$ cat src/rtl/mem_stage_if.sv
// Data-memory req/ack bus between the MEM stage (master) and the memory (slave).
interface mem_stage_if;
    localparam int unsigned DATA_W = 32;

    logic              dmem_req;
    logic              dmem_we;
    logic [DATA_W-1:0] dmem_addr;
    logic [DATA_W-1:0] dmem_wdata;
    logic [DATA_W-1:0] dmem_rdata;
    logic              dmem_ack;

    modport master (
        output dmem_req, dmem_we, dmem_addr, dmem_wdata,
        input  dmem_rdata, dmem_ack
    );

    modport slave (
        input  dmem_req, dmem_we, dmem_addr, dmem_wdata,
        output dmem_rdata, dmem_ack
    );
endinterface

$ cat src/rtl/mem_stage.sv
// MEM pipeline stage: branch/jump redirect, variable-latency data-memory access
// with timeout abort, pipeline stall generation and the MEM/WB register.
module mem_stage #(
    parameter int unsigned TIMEOUT = 16
) (
    input  logic        clk,
    input  logic        rst_n,
    input  logic        MemtoReg_in,
    input  logic        RegWrite_in,
    input  logic        Branch_in,
    input  logic        Jump_in,
    input  logic        MemWrite_in,
    input  logic        MemRead_in,
    input  logic [31:0] PC_in,
    input  logic [25:0] Jump_immed_in,
    input  logic        Zero_in,
    input  logic [31:0] ALURes_in,
    input  logic [31:0] Data_Write_in,
    input  logic [31:0] ExtOut_in,
    input  logic [4:0]  Reg_Write_in,
    mem_stage_if.master dmem,
    output logic        stall_out,
    output logic        pc_redirect_out,
    output logic [31:0] pc_target_out,
    output logic        MemtoReg_out,
    output logic        RegWrite_out,
    output logic [31:0] MemData_out,
    output logic [31:0] ALURes_out,
    output logic [4:0]  Reg_Write_out,
    output logic        bus_err_out
);
    localparam int unsigned CNT_W = 8;
    localparam logic [CNT_W-1:0] LIMIT = CNT_W'(TIMEOUT - 1);

    typedef enum logic {S_IDLE, S_WAIT} state_t;

    state_t           r_state;
    logic [CNT_W-1:0] r_cnt;
    logic             r_req;
    logic             r_we;
    logic [31:0]      r_addr;
    logic [31:0]      r_wdata;
    logic             r_bus_err;

    logic        w_mem_op;
    logic        w_in_wait;
    logic        w_timeout;
    logic        w_abort;
    logic        w_stall;
    logic        w_take_branch;
    logic        w_redirect;
    logic [31:0] w_branch_tgt;
    logic [31:0] w_jump_tgt;

    assign w_mem_op  = MemRead_in | MemWrite_in;
    assign w_in_wait = (r_state == S_WAIT);
    assign w_timeout = w_in_wait & (r_cnt == LIMIT);
    // An ack on the limit cycle completes the access instead of aborting it.
    assign w_abort   = w_timeout & ~dmem.dmem_ack;
    assign w_stall   = ((r_state == S_IDLE) & w_mem_op)
                     | (w_in_wait & ~dmem.dmem_ack & ~w_timeout);

    assign w_take_branch = Branch_in & Zero_in;
    assign w_redirect    = ~w_stall & (Jump_in | w_take_branch);
    assign w_branch_tgt  = PC_in + {ExtOut_in[29:0], 2'b00};
    assign w_jump_tgt    = {PC_in[31:28], Jump_immed_in, 2'b00};

    assign stall_out       = w_stall;
    assign pc_redirect_out = w_redirect;
    assign pc_target_out   = !w_redirect ? 32'd0 :
                             (Jump_in ? w_jump_tgt : w_branch_tgt);

    assign dmem.dmem_req   = r_req;
    assign dmem.dmem_we    = r_we;
    assign dmem.dmem_addr  = r_addr;
    assign dmem.dmem_wdata = r_wdata;
    assign bus_err_out     = r_bus_err;

    // Access FSM; request and latched bus fields are registered with the state.
    always_ff @(posedge clk or negedge rst_n) begin
        if (!rst_n) begin
            r_state   <= S_IDLE;
            r_cnt     <= '0;
            r_req     <= 1'b0;
            r_we      <= 1'b0;
            r_addr    <= '0;
            r_wdata   <= '0;
            r_bus_err <= 1'b0;
        end else begin
            case (r_state)
                S_IDLE: begin
                    if (w_mem_op) begin
                        r_state <= S_WAIT;
                        r_req   <= 1'b1;
                        r_we    <= MemWrite_in;
                        r_addr  <= ALURes_in;
                        r_wdata <= Data_Write_in;
                        r_cnt   <= '0;
                    end
                end
                S_WAIT: begin
                    if (dmem.dmem_ack) begin
                        r_state <= S_IDLE;
                        r_req   <= 1'b0;
                    end else if (w_timeout) begin
                        r_state   <= S_IDLE;
                        r_req     <= 1'b0;
                        r_bus_err <= 1'b1;
                    end else begin
                        r_cnt <= r_cnt + CNT_W'(1);
                    end
                end
                default: begin
                    r_state <= S_IDLE;
                    r_req   <= 1'b0;
                end
            endcase
        end
    end

    // MEM/WB register: bubble while stalled, data fields hold their last value.
    always_ff @(posedge clk or negedge rst_n) begin
        if (!rst_n) begin
            MemtoReg_out  <= 1'b0;
            RegWrite_out  <= 1'b0;
            MemData_out   <= '0;
            ALURes_out    <= '0;
            Reg_Write_out <= '0;
        end else if (w_stall) begin
            MemtoReg_out <= 1'b0;
            RegWrite_out <= 1'b0;
        end else begin
            MemtoReg_out  <= MemtoReg_in;
            RegWrite_out  <= RegWrite_in & ~w_abort;
            MemData_out   <= dmem.dmem_rdata;
            ALURes_out    <= ALURes_in;
            Reg_Write_out <= Reg_Write_in;
        end
    end
endmodule

$ cat src/flat_wrapper.sv
// flat-port wrapper written by rule: the top's interface ports become plain ports
module mem_stage_flat 
#(
    parameter int unsigned TIMEOUT = 16
)
  (clk, rst_n, MemtoReg_in, RegWrite_in, Branch_in, Jump_in, MemWrite_in, MemRead_in, PC_in, Jump_immed_in, Zero_in, ALURes_in, Data_Write_in, ExtOut_in, Reg_Write_in, stall_out, pc_redirect_out, pc_target_out, MemtoReg_out, RegWrite_out, MemData_out, ALURes_out, Reg_Write_out, bus_err_out, dmem_dmem_req, dmem_dmem_we, dmem_dmem_addr, dmem_dmem_wdata, dmem_dmem_rdata, dmem_dmem_ack);
  mem_stage_if dmem_i ();
  input  logic clk;
  input  logic rst_n;
  input  logic MemtoReg_in;
  input  logic RegWrite_in;
  input  logic Branch_in;
  input  logic Jump_in;
  input  logic MemWrite_in;
  input  logic MemRead_in;
  input  logic [31:0] PC_in;
  input  logic [25:0] Jump_immed_in;
  input  logic Zero_in;
  input  logic [31:0] ALURes_in;
  input  logic [31:0] Data_Write_in;
  input  logic [31:0] ExtOut_in;
  input  logic [4:0] Reg_Write_in;
  output logic stall_out;
  output logic pc_redirect_out;
  output logic [31:0] pc_target_out;
  output logic MemtoReg_out;
  output logic RegWrite_out;
  output logic [31:0] MemData_out;
  output logic [31:0] ALURes_out;
  output logic [4:0] Reg_Write_out;
  output logic bus_err_out;
  output wire logic [$bits(dmem_i.dmem_req)-1:0] dmem_dmem_req;
  output wire logic [$bits(dmem_i.dmem_we)-1:0] dmem_dmem_we;
  output wire logic [$bits(dmem_i.dmem_addr)-1:0] dmem_dmem_addr;
  output wire logic [$bits(dmem_i.dmem_wdata)-1:0] dmem_dmem_wdata;
  input wire logic [$bits(dmem_i.dmem_rdata)-1:0] dmem_dmem_rdata;
  input wire logic [$bits(dmem_i.dmem_ack)-1:0] dmem_dmem_ack;
  assign dmem_dmem_req = dmem_i.dmem_req;
  assign dmem_dmem_we = dmem_i.dmem_we;
  assign dmem_dmem_addr = dmem_i.dmem_addr;
  assign dmem_dmem_wdata = dmem_i.dmem_wdata;
  assign dmem_i.dmem_rdata = dmem_dmem_rdata;
  assign dmem_i.dmem_ack = dmem_dmem_ack;
  mem_stage #(.TIMEOUT(TIMEOUT)) u_core (.clk(clk), .rst_n(rst_n), .MemtoReg_in(MemtoReg_in), .RegWrite_in(RegWrite_in), .Branch_in(Branch_in), .Jump_in(Jump_in), .MemWrite_in(MemWrite_in), .MemRead_in(MemRead_in), .PC_in(PC_in), .Jump_immed_in(Jump_immed_in), .Zero_in(Zero_in), .ALURes_in(ALURes_in), .Data_Write_in(Data_Write_in), .ExtOut_in(ExtOut_in), .Reg_Write_in(Reg_Write_in), .dmem(dmem_i), .stall_out(stall_out), .pc_redirect_out(pc_redirect_out), .pc_target_out(pc_target_out), .MemtoReg_out(MemtoReg_out), .RegWrite_out(RegWrite_out), .MemData_out(MemData_out), .ALURes_out(ALURes_out), .Reg_Write_out(Reg_Write_out), .bus_err_out(bus_err_out));
endmodule
$ cat config.mk
export PLATFORM = sky130hd
export DESIGN_NAME = mem_stage_flat
export DESIGN_NICKNAME = d
export VERILOG_FILES = /design/src/rtl/mem_stage_if.sv /design/src/rtl/mem_stage.sv /design/src/flat_wrapper.sv
export SDC_FILE = /design/constraint.sdc
export NUM_CORES = 1
export LEC_CHECK = 0
export BUFFER_PORTS_ARGS = -buffer_cell sky130_fd_sc_hd__buf_2
export CORE_ASPECT_RATIO = 2
export CORE_MARGIN = 10
export CORE_UTILIZATION = 26
export CTS_CLUSTER_SIZE = 8
export DETAILED_ROUTE_END_ITERATION = 10
export PLACE_DENSITY = 0.57
export SLEW_MARGIN = 15
export SYNTH_ARGS = -nofsm -noshare
export SYNTH_HDL_FRONTEND = slang
export SYNTH_SLANG_ARGS = --single-unit
$ cat constraint.sdc
create_clock -name clk -period 2.4 [get_ports clk]
set_input_delay 0.12 -clock clk [delete_from_list [all_inputs] [get_ports clk]]
set_output_delay 0.12 -clock clk [all_outputs]
set_load 0.02 [all_outputs]
==> results of run 1 <==
[registers in the layout, indices dropped and copies added (netlist names)]
name	cells
u_core.r_state	1
u_core.r_cnt	8
u_core.dmem.dmem_addr	32
u_core.MemData_out	32
u_core.dmem.dmem_we	1
u_core.MemtoReg_out	1
u_core.dmem.dmem_wdata	32
u_core.ALURes_out	32
u_core.bus_err_out	1
u_core.dmem.dmem_req	1
u_core.Reg_Write_out	5
u_core.RegWrite_out	1
[what timing repair did]
action                                  CTS  global route
buffers inserted                         18            10
gates resized for setup                  81            84
pin swaps                                41            19
endpoints found under the setup margin   34            33
cloned                                    2             3
hold buffers                            106             0
endpoints found under the hold margin   192             0
[critical path, stage by stage]
cell and delay [ps]:
buf_8 100, ha_4 240, a211oi_4 280, nor2_2 80
o311a_1 370, nor3_4 230, a21oi_2 100, o2111a_1 260
o211a_1 220, nor3_2 210, mux2i_2 230, buf_4 170
[synth_stat cells (8+ instances only)]
master,count,area (sq um)
a22o_1,13,114
a21oi_1,36,180
xnor2_1,9,78.8
nand2_1,418,1570
ha_1,30,375
nor2_1,52,195
a21o_1,22,165
xor2_1,20,175
clkbuf_1,46,173
nand3_1,10,50.1
nor3_1,10,50.1
o21ai_0,10,50.1
mux2i_1,8,80.1
dfrtp_1,147,3680
[per-stage QoR]
step                      power (mW)  cell area (sq um)
after floorplan                 4.80               7700
after global placement          6.09              10500
after detailed placement        6.13              10500
after CTS                       9.06              12600
after global routing            9.59              13100
final                           9.06              13100
[worst paths after layout]
kind	from	to
max in group asynchronous	rst_n	u_core.Reg_Write_out[4]
hold reg to reg	u_core.MemData_out[2]	u_core.MemData_out[2]
min in group asynchronous	rst_n	u_core.dmem.dmem_wdata[19]
hold / removal	MemRead_in	u_core.dmem.dmem_req
setup / recovery	ExtOut_in[1]	pc_target_out[31]
setup reg to reg	u_core.r_cnt[0]	u_core.r_cnt[7]
[final cells by class]
class,instances,area [sq um],share of cell area
clock inverters,15,140,0.0107
flip-flops and latches,147,3680,0.281
diodes,1,2.50,0.000191
clock buffers,17,425,0.0325
multi-input cells,724,4210,0.322
well taps,360,450,0.0345
repair buffers,592,4140,0.316
inverters,7,28.8,0.00220
[power by group through the flow]
stage / combinational (mW) / clock (mW) / sequential (mW)
after global routing: 3.63 / 2.74 / 3.22
after global placement: 2.90 / 0 / 3.19
final: 3.35 / 2.56 / 3.16
after detailed placement: 2.92 / 0 / 3.20
after floorplan: 1.05 / 0 / 3.75
after CTS: 3.23 / 2.67 / 3.16
[layer usage]
metal,global-route usage,up-vias,part of all wire
met4,0.0833,2,0.045
met5,0,-,0.00036
met3,0.0439,75,0.061
li1,-,4151,-
met1,0.160,4006,0.34
met2,0.321,319,0.55
[logic make-up after synthesis]
group,share of synthesized area
DFF,0.481
buffers and inverters,0.0303
muxes,0.0119
AOI/OAI and AO/OA,0.115
adders and majority gates,0.0517
xor gates and xnor gates,0.0332
and+or+nand+nor,0.277
==> results.tsv, run 1 <==
metric	value	unit
status	complete, but fails checks	
violations	negative setup slack	
die_area	37100	sq um
synth-async-reset-ratio	1.00	
drive_gt1_frac	0.397	
dpl.hpwl	24.7	mm
final.min_clock_period	2720	ps
slew_headroom	0.499	
rr_worst_depth	10	
cp-start-kind	primary input	
drt_iter0_markers	316	
critPathArrivalTime	2600	ps
worstPathRequired	2280	ps
cts_inserted_buffers	17	
wl	33.0	mm
syn-num-nets	1162	
placed_cells	1693	
grt_pass1_vias	9055	
avgRoutedWirePerCell	17.7	um
cts_num_sinks	147	
max_freq	368	MHz
n_fill_cell	2823	
grt.total_usage	0.169	
antenna_found_initial	2	
syn_area	7650	sq um
setup.worst_path.end_class	output pin	
p_sw	3.42	mW
cts_tree	done	
io_pins	373	
row_count	88	
vias_per_cell	4.59	
stdcell_count	1863	
grt_max_degree	72	
p_per_area	693	nW/um^2
postSynthAreaPerCell	8.23	sq um
dpl_worst_slack	-458	ps
final_cell_mix	nand2_1, buf_2, dfrtp_1	
rsz0062_at_grt	yes	
fin_skew	9.93	ps
fin_ws	-319	ps
drt_first_pass_iters	5	
tightest_slew	751	ps
yosys_warnings	0	
pwr-share-comb	0.369	
insertion_delay	420	ps
setup_violations	21	
synth_edf_count	0	
internal_power	5.65	mW
drc	0	
final-hold-violation-count	0	
holdWs	162	ps
hold_depth	4	
finalCritPeriodShare	1.13	
final_util	0.451	
final_common_cell	nand2_1	
globalRouteOverflowTotal	0	
worst-r2r-setup-slack	290	ps
syn2layout_area_growth	70.9	%
dr_total_vias	8553	
root_buffer	clkbuf_16	
finalSetupTns	-2090	ps
synth_ff_type	dfrtp_1	
port_buffers	370	
yosysSeqAreaShare	0.481	
initial_core_util	0.264	
ys_ff_latch	147	
pwr-share-clk	0.282	
gp_congestion	0.972	
clk_pin_slew	60	ps
core	29000	sq um
fp.dieW	141	um
drv_cap	0	
cts_buffer_depth	2	
pwr-share-seq	0.349	
p_leak	7.05	nW
p_sw_frac	0.377	
drv_slew	0	
synthCells	930	
ir_worst_vdd	444	uV
synth.distinct_cells	56	
worstPathMaxFanout	2	
ant_nets	0	
path_class	primary input to output pin	
die_y	263	um
nets	1721	
min-delay-path-class	primary input to flop	
cts.htree.levels	4	
grt_pass1_wl	49.7	mm
Power figures use the tool's default switching activity.
==> run 2: changes to the inputs <==
--- a/config.mk
+++ b/config.mk
@@ -12,6 +12,7 @@
 export CTS_CLUSTER_SIZE = 8
 export DETAILED_ROUTE_END_ITERATION = 10
 export PLACE_DENSITY = 0.57
+export SKIP_CTS_REPAIR_TIMING = 1
 export SLEW_MARGIN = 15
 export SYNTH_ARGS = -nofsm -noshare
 export SYNTH_HDL_FRONTEND = slang
==> results.tsv, run 2 (synthesized netlist as in run 1, its figures left out) <==
metric	value	unit	change
port_buffers	370		unchanged
setup.worst_path.end_class	output pin		
drt_first_pass_iters	5		unchanged
ir_worst_vdd	447	uV	+0.64%
drive_gt1_frac	0.390		-0.00649
placed_cells	1693		unchanged
cts_buffer_depth	2		unchanged
worstPathMaxFanout	3		+1
cts_inserted_buffers	17		unchanged
holdWs	-3.91	ps	-166 ps
final.min_clock_period	2740	ps	+16.2 ps
crit_start	ExtOut_in[0]		
fp.dieW	141	um	unchanged
max_freq	366	MHz	-0.59%
core	29000	sq um	unchanged
grt_busiest_layer	met2		
cts_num_sinks	147		unchanged
violations	negative hold slack, negative setup slack		
grt_use_met3	0.0445		+0.000542
path_class	primary input to output pin		
n_fill_cell	2829		+0.21%
ant_nets	0		unchanged
tightest_slew	759	ps	+7.72 ps
grt.total_usage	0.160		-0.00931
status	complete, but fails checks		
grt_pass1_vias	8189		-9.6%
slew_headroom	0.494		-0.00515
syn2layout_area_growth	68.6	%	
final_cell_mix	nand2_1, buf_2, dfrtp_1		
rsz0062_at_grt	yes		
cp-start-kind	primary input		
wl	33.1	mm	+0.34%
final_common_cell	nand2_1		
io_pins	373		unchanged
antenna_found_initial	4		+2
fin_skew	11.7	ps	+1.72 ps
cts.htree.levels	4		unchanged
globalRouteOverflowTotal	0		unchanged
fin_ws	-335	ps	-16.2 ps
clk_pin_slew	70	ps	about the same
met2_usage	0.307		-0.0141
p_leak	6.94	nW	-1.6%
nets	1705		-0.93%
drv_cap	0		unchanged
final-hold-violation-count	1		+1
drv_slew	0		unchanged
grt_pass1_wl	46.5	mm	-6.4%
dpl.hpwl	24.7	mm	unchanged
setup_violations	19		-9.5%
stdcell_count	1850		-0.70%
worst_hold_startpoint	dmem_dmem_ack		
initial_core_util	0.264		unchanged
critPathArrivalTime	2620	ps	+20 ps
met1_usage	0.152		-0.00791
vias_per_cell	4.59		about the same
p_per_area	701	nW/um^2	+1.0%
worstPathRequired	2280	ps	about the same
cts_tree	done		
row_count	88		unchanged
die_y	263	um	unchanged
insertion_delay	430	ps	about the same
dr_total_vias	8486		-0.78%
drt_iter0_markers	372		+18%
gp_congestion	0.972		unchanged
finalCritPeriodShare	1.14		+0.00675
avgRoutedWirePerCell	17.9	um	+1.0%
grt_max_degree	72		unchanged
root_buffer	clkbuf_16		
die_area	37100	sq um	unchanged
min-delay-path-class	primary input to flop		
r2r-start	u_core.r_cnt[0]		
drc	0		unchanged
-- run 2: power breakdown --
group          switching, mW  leakage [nW]  internal [mW]  total (mW)
clock network           1.19         0.280           1.38        2.57
logic                   2.00          4.84           1.31        3.30
registers              0.237          1.82           2.93        3.16
-- run 2: final cells by class --
class | instances | area, sq um | share of cell area
Multi-Input combinational cell | 724 | 4230 | 0.328
Clock buffer | 17 | 425 | 0.0330
Clock inverter | 15 | 140 | 0.0109
Tap cell | 360 | 450 | 0.0349
Sequential cell | 147 | 3680 | 0.285
Inverter | 7 | 28.8 | 0.00223
Timing Repair Buffer | 576 | 3930 | 0.305
Antenna cell | 4 | 10.0 | 0.000776
-- run 2: critical path: stages --
cell and delay [ps]:
buf_8 100, ha_4 150, fa_2 350, a211oi_2 220
nor2_2 100, o31ai_4 270, nand3_2 150, a21o_1 250
a41oi_2 200, buf_4 150, o31ai_4 60, xor2_1 160
a22o_1 200, buf_6 130
-- run 2: layer usage --
layer / up-vias / part of all wire
li1: 4123 / -
met1: 4008 / 0.35
met2: 306 / 0.57
met3: 49 / 0.060
met4: 0 / 0.027
met5: - / 0
-- run 2: path summary, 6_finish.rpt --
kind | depth (start not counted) | slack, ps | end
setup / recovery | 14 | -340 | pc_target_out[30]
hold / removal | 2 | -4 | u_core.bus_err_out
setup reg to reg | 10 | 320 | u_core.r_cnt[5]
hold reg to reg | 2 | 460 | u_core.MemData_out[2]
max in group asynchronous | 3 | 1460 | u_core.MemData_out[23]
min in group asynchronous | 2 | 240 | u_core.dmem.dmem_wdata[19]
-- run 2: per-stage QoR --
| stage | setup WS [ps] | total power, mW | util | setup TNS [ps] | instance area [sq um] |
|---|---|---|---|---|---|
| 2_1_floorplan | -60.5 | 4.80 | - | -96.1 | 7700 |
| 3_3_place_gp | -479 | 6.09 | 0.362 | -4510 | 10500 |
| 3_5_place_dp | -458 | 6.13 | 0.362 | -4110 | 10500 |
| 4_1_cts | -478 | 8.77 | 0.381 | -10890 | 11000 |
| 5_1_grt | -445 | 9.55 | 0.445 | -5810 | 12900 |
| 6_report | -335 | 9.04 | 0.445 | -2680 | 12900 |
